--- src/rtl/elastic_pipe_stage_if.sv ---
// Bundle of handshake, control and status signals around one elastic_pipe_stage.
// A transfer happens on a rising edge where valid and ready are both 1; valid never waits on ready.
interface elastic_pipe_stage_if #(
   parameter int WIDTH = 32,
   parameter int DEPTH = 1
);
   localparam int OCC_W = $clog2(DEPTH + 1);

   logic             in_valid;
   logic [WIDTH-1:0] in_data;
   logic             in_ready;
   logic             out_valid;
   logic [WIDTH-1:0] out_data;
   logic             out_ready;
   logic [DEPTH-1:0] flush;
   logic             hold;
   logic [OCC_W-1:0] occupancy;

   modport slave (
      input  in_valid, in_data, out_ready, flush, hold,
      output in_ready, out_valid, out_data, occupancy
   );

   modport master (
      output in_valid, in_data, out_ready, flush, hold,
      input  in_ready, out_valid, out_data, occupancy
   );
endinterface

--- src/rtl/elastic_pipe_stage.sv ---
// DEPTH-deep chain of valid-tagged pipeline slots with valid/ready backpressure,
// per-slot flush and a global hold. Slot 0 is youngest, slot DEPTH-1 is the head.
module elastic_pipe_stage #(
   parameter int               WIDTH  = 32,
   parameter int               DEPTH  = 1,
   parameter logic [WIDTH-1:0] BUBBLE = '0
) (
   input logic                 CLK,
   input logic                 RST,
   elastic_pipe_stage_if.slave bus
);
   localparam int OCC_W = $clog2(DEPTH + 1);

   logic [DEPTH-1:0] r_valid;
   logic [WIDTH-1:0] r_data [DEPTH];
   logic [DEPTH:0]   w_rdy;
   logic [DEPTH-1:0] w_src_valid;
   logic [WIDTH-1:0] w_src_data [DEPTH];
   logic [OCC_W-1:0] w_occ;

   // A slot may load when it or any older slot is empty, or the head drains;
   // written flat instead of as a ripple so no bit depends on another bit of w_rdy.
   assign w_rdy[DEPTH] = bus.out_ready;
   for (genvar gi = 0; gi < DEPTH; gi++) begin : g_rdy
      assign w_rdy[gi] = bus.out_ready | ~(&r_valid[DEPTH-1:gi]);
   end

   // A flushed slot hands a bubble to its successor rather than its old payload.
   assign w_src_valid[0] = bus.in_valid;
   assign w_src_data[0]  = bus.in_data;
   for (genvar gi = 1; gi < DEPTH; gi++) begin : g_src
      assign w_src_valid[gi] = r_valid[gi-1] & ~bus.flush[gi-1];
      assign w_src_data[gi]  = r_data[gi-1];
   end

   always_ff @(posedge CLK) begin
      if (RST) begin
         r_valid <= '0;
         for (int i = 0; i < DEPTH; i++) begin
            r_data[i] <= BUBBLE;
         end
      end else begin
         for (int i = 0; i < DEPTH; i++) begin
            if (bus.flush[i]) begin
               r_valid[i] <= 1'b0;
               r_data[i]  <= BUBBLE;
            end else if (!bus.hold && w_rdy[i]) begin
               r_valid[i] <= w_src_valid[i];
               r_data[i]  <= w_src_valid[i] ? w_src_data[i] : BUBBLE;
            end
         end
      end
   end

   always_comb begin
      w_occ = '0;
      for (int i = 0; i < DEPTH; i++) begin
         w_occ = w_occ + OCC_W'(r_valid[i]);
      end
   end

   assign bus.in_ready  = w_rdy[0] & ~bus.hold;
   assign bus.out_valid = r_valid[DEPTH-1] & ~bus.flush[DEPTH-1] & ~bus.hold;
   assign bus.out_data  = r_data[DEPTH-1];
   assign bus.occupancy = w_occ;
endmodule

--- src/flat_wrapper.sv ---
// flat-port wrapper written by rule: the top's interface ports become plain ports
module elastic_pipe_stage_flat 
#(
   parameter int               WIDTH  = 32,
   parameter int               DEPTH  = 1,
   parameter logic [WIDTH-1:0] BUBBLE = '0
)
  (CLK, RST, bus_in_valid, bus_in_data, bus_out_ready, bus_flush, bus_hold, bus_in_ready, bus_out_valid, bus_out_data, bus_occupancy);
  elastic_pipe_stage_if #(.WIDTH(WIDTH), .DEPTH(DEPTH)) bus_i ();
  input logic CLK;
  input logic RST;
  input wire logic [$bits(bus_i.in_valid)-1:0] bus_in_valid;
  input wire logic [$bits(bus_i.in_data)-1:0] bus_in_data;
  input wire logic [$bits(bus_i.out_ready)-1:0] bus_out_ready;
  input wire logic [$bits(bus_i.flush)-1:0] bus_flush;
  input wire logic [$bits(bus_i.hold)-1:0] bus_hold;
  output wire logic [$bits(bus_i.in_ready)-1:0] bus_in_ready;
  output wire logic [$bits(bus_i.out_valid)-1:0] bus_out_valid;
  output wire logic [$bits(bus_i.out_data)-1:0] bus_out_data;
  output wire logic [$bits(bus_i.occupancy)-1:0] bus_occupancy;
  assign bus_i.in_valid = bus_in_valid;
  assign bus_i.in_data = bus_in_data;
  assign bus_i.out_ready = bus_out_ready;
  assign bus_i.flush = bus_flush;
  assign bus_i.hold = bus_hold;
  assign bus_in_ready = bus_i.in_ready;
  assign bus_out_valid = bus_i.out_valid;
  assign bus_out_data = bus_i.out_data;
  assign bus_occupancy = bus_i.occupancy;
  elastic_pipe_stage #(.WIDTH(WIDTH), .DEPTH(DEPTH), .BUBBLE(BUBBLE)) u_core (.CLK(CLK), .RST(RST), .bus(bus_i));
endmodule
--- config.mk ---
export PLATFORM = sky130hd
export DESIGN_NAME = elastic_pipe_stage_flat
export DESIGN_NICKNAME = d
export VERILOG_FILES = /design/src/rtl/elastic_pipe_stage_if.sv /design/src/rtl/elastic_pipe_stage.sv /design/src/flat_wrapper.sv
export SDC_FILE = /design/constraint.sdc
export NUM_CORES = 1
export LEC_CHECK = 0
export BUFFER_PORTS_ARGS = -buffer_cell sky130_fd_sc_hd__buf_2
export CAP_MARGIN = 5
export CORE_AREA = 2 2 56 58
export DETAILED_ROUTE_END_ITERATION = 10
export DIE_AREA = 0 0 58 60
export GPL_TIMING_DRIVEN = 1
export PLACE_DENSITY = 0.83
export SETUP_SLACK_MARGIN = 0.2
export SLEW_MARGIN = 10
export SYNTH_ARGS = -nofsm -noshare
export SYNTH_HDL_FRONTEND = slang
export SYNTH_SLANG_ARGS = --single-unit
--- constraint.sdc ---
create_clock -name CLK -period 4.73 [get_ports CLK]
set_clock_uncertainty 0.05 [all_clocks]
set_input_delay 1.419 -clock CLK [delete_from_list [all_inputs] [get_ports CLK]]
set_output_delay 1.419 -clock CLK [all_outputs]
set_load 0.02 [all_outputs]
==> results by group, run 1 <==
Clock tree
  – Clock Latency Late Sink: 310 ps
  – CTS Sinks: 33
  – Post-CTS setup buffers: 0
  – Root Buffer: clkbuf_4
  – Reg clk slew, reported paths: approximately 80 ps
  – CTS tree: yes
  – CTS buffer count: 5
  – H-tree level count: 2
  – Hold-fix buffers, CTS: 0
  – CTS resizes: 0
  – CTS Buffer Depth: 2

Run
  – Max_cap viols: 0

STA
  – Final setup vio count: 0
  – Final Hold Vio Count: 0
  – Worst slew pin tran: 907.9 ps
  – WHS: 578.4 ps
  – Maximum clock rate: 291.1 MHz
  – Slew Viols, Final: 0
  – TNS Setup: 0 ps
  – Period utilization: 0.7263
  – Unrepaired setup endpoints after global routing: no
  – Rel. slew slack: 0.3928
  – Final Critical Period: ~3400 ps

Die
  – Initial Utilization: 0.4427
  – Chip height: roughly 60 µm
  – Io pins: 73
  – Rows: 20
  – DIE AREA: around 3500 µm²
  – Chip Width: a little under 60 µm
  – Core area: between 2000 and 3000 µm²

GRT
  – Initial antenna violation count: 0
  – GR Overflow Total: 0
  – First-pass GRT wire length: 3.443 mm
  – Vias in the first global route: between 800 and 900
  – Largest net degree at the start of global routing: 34
  – Global Route Usage Sum: 0.1393

Final layout
  – Layout cell share with drive strength beyond 1: 0.5290
  – Most frequent cells in the layout: buf_2, and2_1, edfxtp_1
  – Commonest non-fill, non-tap cell in the layout: buf_2
  – Post-Layout Cell Count: 188
  – Area grow syn2layout: 33.79%
  – Footprint of the multi-input gates: around 260 µm²
  – FF/Latch Area: 980.9 µm²
  – # fillers: about 230
  – Layout Nets: between 150 and 200
  – Fin util: 0.5922
  – # diodes: 0

Synthesis
  – Netlist cell types: 12
  – XOR/XNOR share of the synthesized area: 0
  – Syn_area_per_cell: 16.69 µm²
  – Largest family of logic cells by synthesized area: simple AND/OR/NAND/NOR gates
  – Area fraction in compound gates after synthesis: 0.02824
  – Seq/Total Area, Yosys: 0.7634
  – Mux cell area share after synthesis: 0
  – Leading area contributor after synthesis: edfxtp_1
  – Adder-cell share of the synthesized area: 0
  – Ranking of synthesized cells by area: edfxtp_1, and2_1, buf_6
  – Syn. warnings: 0
  – Post-Syn Area: approximately 1300 µm²
  – Syn Nets: between 100 and 150
  – Seq cells post-synth: 33
  – Simple-Gate Fraction of Synth Area: 0.1762
  – Top cell type's share of synthesized area: 0.7478
  – Gate Count Post-Synth: slightly below 80

Power
  – Clock power share: 0.283
  – PD cells: about 320 nW/µm²
  – Sequential power share: 0.608
  – Peak VDD IR: roughly 0.00020 V
  – P_leak: 0.8677 nW
  – Sw frac: 0.2218
  – Sw power: 0.0001230 W
  – Combinational share of power: 0.110
  – P_int: around 0.00043 W

Place
  – Final GP Congestion: 0.6825
  – Placed insts: 180
  – Hpwl dp: 1.692 mm
  – Port bufs: between 70 and 80

Route
  – Post-route DRC: 0
  – Max Used Layer: met4
  – Pre-Repair DR Iteration Count: 4
  – Vias per cell: 4.686
  – Vias post-DR: a little under 900
  – Drt first-iter violations: 20
  – Met1 WL: 772 µm
  – WL met2: 1.153 mm
  – Routed wl met3: about 250 µm
  – Final ANT Viol Nets: 0
  – Total Wirelength: between 2 and 2.5 mm
  – Avg WL per Cell: about 12 µm

Min path
  – Worst hold path type: flop to flop
  – Hold Path Cell Cnt: 1

Outcome
  – Outcome: finished, final reports clean

Critical path
  – Critical path class: input pin to output pin
  – Crit path capture type: output pin
  – R2r worst-path depth: 3
  – Worst Path Arrival: ~2000 ps
  – Critical Path RT: 3260 ps
  – Max Fanout on Critical Path: 3
  – CP startpoint kind: input pin
[synthesized netlist by cell type (all sizes together)]
master,n
a211oi,1
a21o,1
a31o,1
and2,32
buf,3
dfxtp,1
edfxtp,32
inv,2
nand2,1
nor2,1
nor3b,1
or3b,1
[through the flow]
step | instance area (µm²) | setup WS [ps] | power (W)
5_1_grt | 1719 | 1261 | 0.0005819
6_report | 1719 | 1295 | 0.0005546
4_1_cts | 1719 | 1290 | 0.0005606
3_5_place_dp | 1660 | 1288 | 0.0004057
2_1_floorplan | 1285 | 1315 | 0.0003763
3_3_place_gp | 1660 | 1314 | 0.0004033
[cell type report]
class	instances	share of cell area
well taps	33	0.02402
multi-input cells	39	0.1528
repair buffers	73	0.2140
inverters	2	0.004367
flip-flops and latches	33	0.5706
clock buffers	8	0.03421
[worst paths after layout]
kind / startpoint / endpoint / slack [ps]
setup reg to reg: u_core.r_valid / u_core.r_data[0][10] / 2930
setup / recovery: bus_out_ready / bus_in_ready / 1290
hold reg to reg: u_core.r_valid / u_core.r_valid / 580
hold / removal: u_core.r_valid / u_core.r_valid / 580
[state kept, by name, summed over array words and instances, names as in the netlist]
register / cells
u_core.r_valid: 1
u_core.r_data: 32
[critical path, cell delays in order]
cell	delay (ps)
buf_2	100
inv_1	100
a21o_1	160
inv_1	40
buf_2	150
[per-layer routing]
| layer | global-route usage | up-vias |
|---|---|---|
| met5 | 0 | - |
| met4 | 0.06977 | 0 |
| met3 | 0.07576 | 6 |
| met2 | 0.2403 | 49 |
| met1 | 0.1349 | 406 |
| li1 | - | 420 |
[logic make-up (layout without fill, tap and decap cells)]
group           Yosys count  after routing
simple gates             36             36
flops                    33             33
buf+inv                   5             83
compound gates            3              3
[power groups by stage]
stage                     combinational (W)  clock [W]  sequential (W)
after global placement            0.0000601          0        0.000343
final                             0.0000607   0.000157        0.000337
after detailed placement          0.0000617          0        0.000344
after CTS                         0.0000618   0.000161        0.000337
after floorplan                   0.0000123          0        0.000364
after global routing              0.0000657   0.000177        0.000339
Power figures use the tool's default switching activity.
==> inputs of run 2 (changes only) <==
--- a/config.mk
+++ b/config.mk
@@ -7,11 +7,11 @@
 export LEC_CHECK = 0
 export BUFFER_PORTS_ARGS = -buffer_cell sky130_fd_sc_hd__buf_2
 export CAP_MARGIN = 5
-export CORE_AREA = 2 2 56 58
+export CORE_AREA = 2 2 61 63
 export DETAILED_ROUTE_END_ITERATION = 10
-export DIE_AREA = 0 0 58 60
+export DIE_AREA = 0 0 63 65
 export GPL_TIMING_DRIVEN = 1
-export PLACE_DENSITY = 0.83
+export PLACE_DENSITY = 0.75
 export SETUP_SLACK_MARGIN = 0.2
 export SLEW_MARGIN = 10
 export SYNTH_ARGS = -nofsm -noshare
==> constraint.sdc (replaced) <==
create_clock -name CLK -period 2.85 [get_ports CLK]
set_clock_uncertainty 0.05 [all_clocks]
set_input_delay 0.855 -clock CLK [delete_from_list [all_inputs] [get_ports CLK]]
set_output_delay 0.855 -clock CLK [all_outputs]
set_load 0.02 [all_outputs]
==> results by group, run 2 (synthesis gave the netlist of run 1 again) <==
Route
  – Drt first-iter violations: 45
  – Avg WL per Cell: 11.49 µm
  – Vias post-DR: 879
  – Total Wirelength: between 2 and 2.5 mm
  – Vias per cell: around 4.3
  – Pre-Repair DR Iteration Count: 4
  – Post-route DRC: 0
  – Final ANT Viol Nets: 0

STA
  – Final Critical Period: about 2300 ps
  – Worst slew pin tran: ~400 ps
  – Period utilization: 0.8157
  – TNS Setup: 0 ps
  – Unrepaired setup endpoints after global routing: no
  – Final Hold Vio Count: 0
  – Maximum clock rate: approximately 430 MHz
  – Slew Viols, Final: 0
  – Final setup vio count: 0
  – Rel. slew slack: 0.7360

GRT
  – Initial antenna violation count: 0
  – GR Overflow Total: 0
  – Global Route Usage Sum: 0.1227
  – Largest net degree at the start of global routing: 34
  – Vias in the first global route: between 800 and 900
  – First-pass GRT wire length: approximately 3.7 mm

Critical path
  – Crit path capture type: output pin
  – Critical Path RT: about 2000 ps
  – Critical path's top delay family: buffers and inverters
  – Worst Path Arrival: 1420 ps
  – Crit. path cell count: 5
  – RR Startpoint: u_core.r_valid
  – CP Launch Point: bus_out_ready
  – CP Capture Point: bus_in_ready
  – CP Cell Sequence: buf_2, inv_1, a21o_1, inv_1, buf_2
  – R2R Path End: u_core.r_data[0][5]
  – Slowest Stage Delay on Critical Path: ~170 ps
  – Critical path buffers and inverters: 4
  – R2r worst-path depth: 3
  – Max Fanout on Critical Path: 3
  – R2r setup slk: around 1500 ps
  – CP max stage cell: a21o_1
  – Critical path class: input pin to output pin
  – CP startpoint kind: input pin

Place
  – Final GP Congestion: ~0.63
  – Port bufs: between 70 and 80
  – Placement Cell Area: roughly 1700 µm²
  – Hpwl dp: ~1.7 mm

Power
  – P_leak: between 0.8 and 0.9 nW
  – Peak VDD IR: about 0.00016 V
  – Sw frac: 0.2244
  – Combinational share of power: 0.114
  – Sw power: around 0.0002 W
  – Clock power share: 0.260
  – PD cells: about 520 nW/µm²
  – P_int: about 0.00069 W
  – Sequential power share: 0.626

Final layout
  – Layout cell share with drive strength beyond 1: 0.5256
  – Area grow syn2layout: 35.05%
  – Largest registers: u_core.r_data (32), u_core.r_valid (1)
  – Most flop-heavy register: u_core.r_data
  – # diodes: 0
  – Layout Nets: 193
  – Max FFs per register: 32
  – Most frequent cells in the layout: buf_2, and2_1, edfxtp_1
  – Commonest non-fill, non-tap cell in the layout: buf_2
  – Final instance area: around 1700 µm²

Clock tree
  – Root Buffer: clkbuf_4
  – CTS buffer count: 5
  – Clock Latency Late Sink: 320 ps
  – CTS tree: yes
  – Reg clk slew, reported paths: roughly 90 ps
  – CTS Sinks: 33
  – Post-CTS setup buffers: 0
  – CTS resizes: 0
  – Hold-fix buffers, CTS: 0
  – H-tree level count: 2
  – CTS Buffer Depth: 2

Die
  – Chip height: roughly 65 µm
  – Core area: 3496 µm²
  – Chip Width: around 63 µm
  – Initial Utilization: 0.3676
  – Io pins: 73
  – Rows: 22
  – DIE AREA: roughly 4100 µm²

Outcome
  – Outcome: finished, final reports clean

Min path
  – Worst hold path type: flop to flop

Run
  – Max_cap viols: 0
-- run 2: cell types whose count changed in the layout (fill, tap and decap cells not counted) --
cell,before,now
clkbuf_1,2,3
clkbuf_8,1,0
buf_4,1,2
-- run 2: worst register-to-register path, delay by kind of cell (launching register included) --
kind	cells	cell delay, ps
DFF	1	370
buffers and inverters	1	360
AOI/OAI and AO/OA	1	210
and+or+nand+nor	1	60
-- run 2: worst min-delay path by stage --
stage	startpoint	slack (ps)	depth (start not counted)	to
2_1_floorplan	u_core.r_valid	630	1	u_core.r_valid
3_3_place_gp	u_core.r_valid	540	1	u_core.r_valid
3_5_place_dp	u_core.r_valid	570	1	u_core.r_valid
4_1_cts	u_core.r_valid	580	1	u_core.r_valid
5_1_grt	u_core.r_valid	600	1	u_core.r_valid
6_report	u_core.r_valid	570	1	u_core.r_valid
-- run 2: metal layers --
metal / global-route usage / routed length (µm) / share of wire
met4: 0.07500 / 60 / 0.026
met2: 0.2061 / 1179 / 0.50
met3: 0.04861 / 247 / 0.11
met5: 0 / 0 / 0
met1: 0.1295 / 856 / 0.37
-- run 2: final cells by class --
class	instances	area, µm²
Clock buffer	8	48.80
Tap cell	48	60.06
Sequential cell	33	980.9
Timing Repair Buffer	74	375.4
Inverter	2	7.507
Fill cell	320	1760
Multi-Input combinational cell	39	262.8
-- run 2: metrics by stage --
stage,total power (W),cells,setup slack (ps),hold slack (ps),utilization
after floorplan,0.0006246,77,563.1,628.4,-
after global placement,0.0006710,196,563.3,541.4,0.4825
after detailed placement,0.0006739,196,515.2,565.2,0.4825
after CTS,0.0009081,204,517.1,579.3,0.4964
after global routing,0.0009323,204,480.8,596.8,0.4964
final,0.0008939,204,525.3,575.0,0.4964
-- run 2: power by group through the flow --
| stage | Sequential (W) | Combinational [W] | Clock [W] |
|---|---|---|---|
| after floorplan | 0.000604 | 0.0000204 | 0 |
| after CTS | 0.000559 | 0.000104 | 0.000245 |
| after global placement | 0.000570 | 0.000101 | 0 |
| after global routing | 0.000561 | 0.000110 | 0.000261 |
| final | 0.000559 | 0.000102 | 0.000233 |
| after detailed placement | 0.000571 | 0.000103 | 0 |
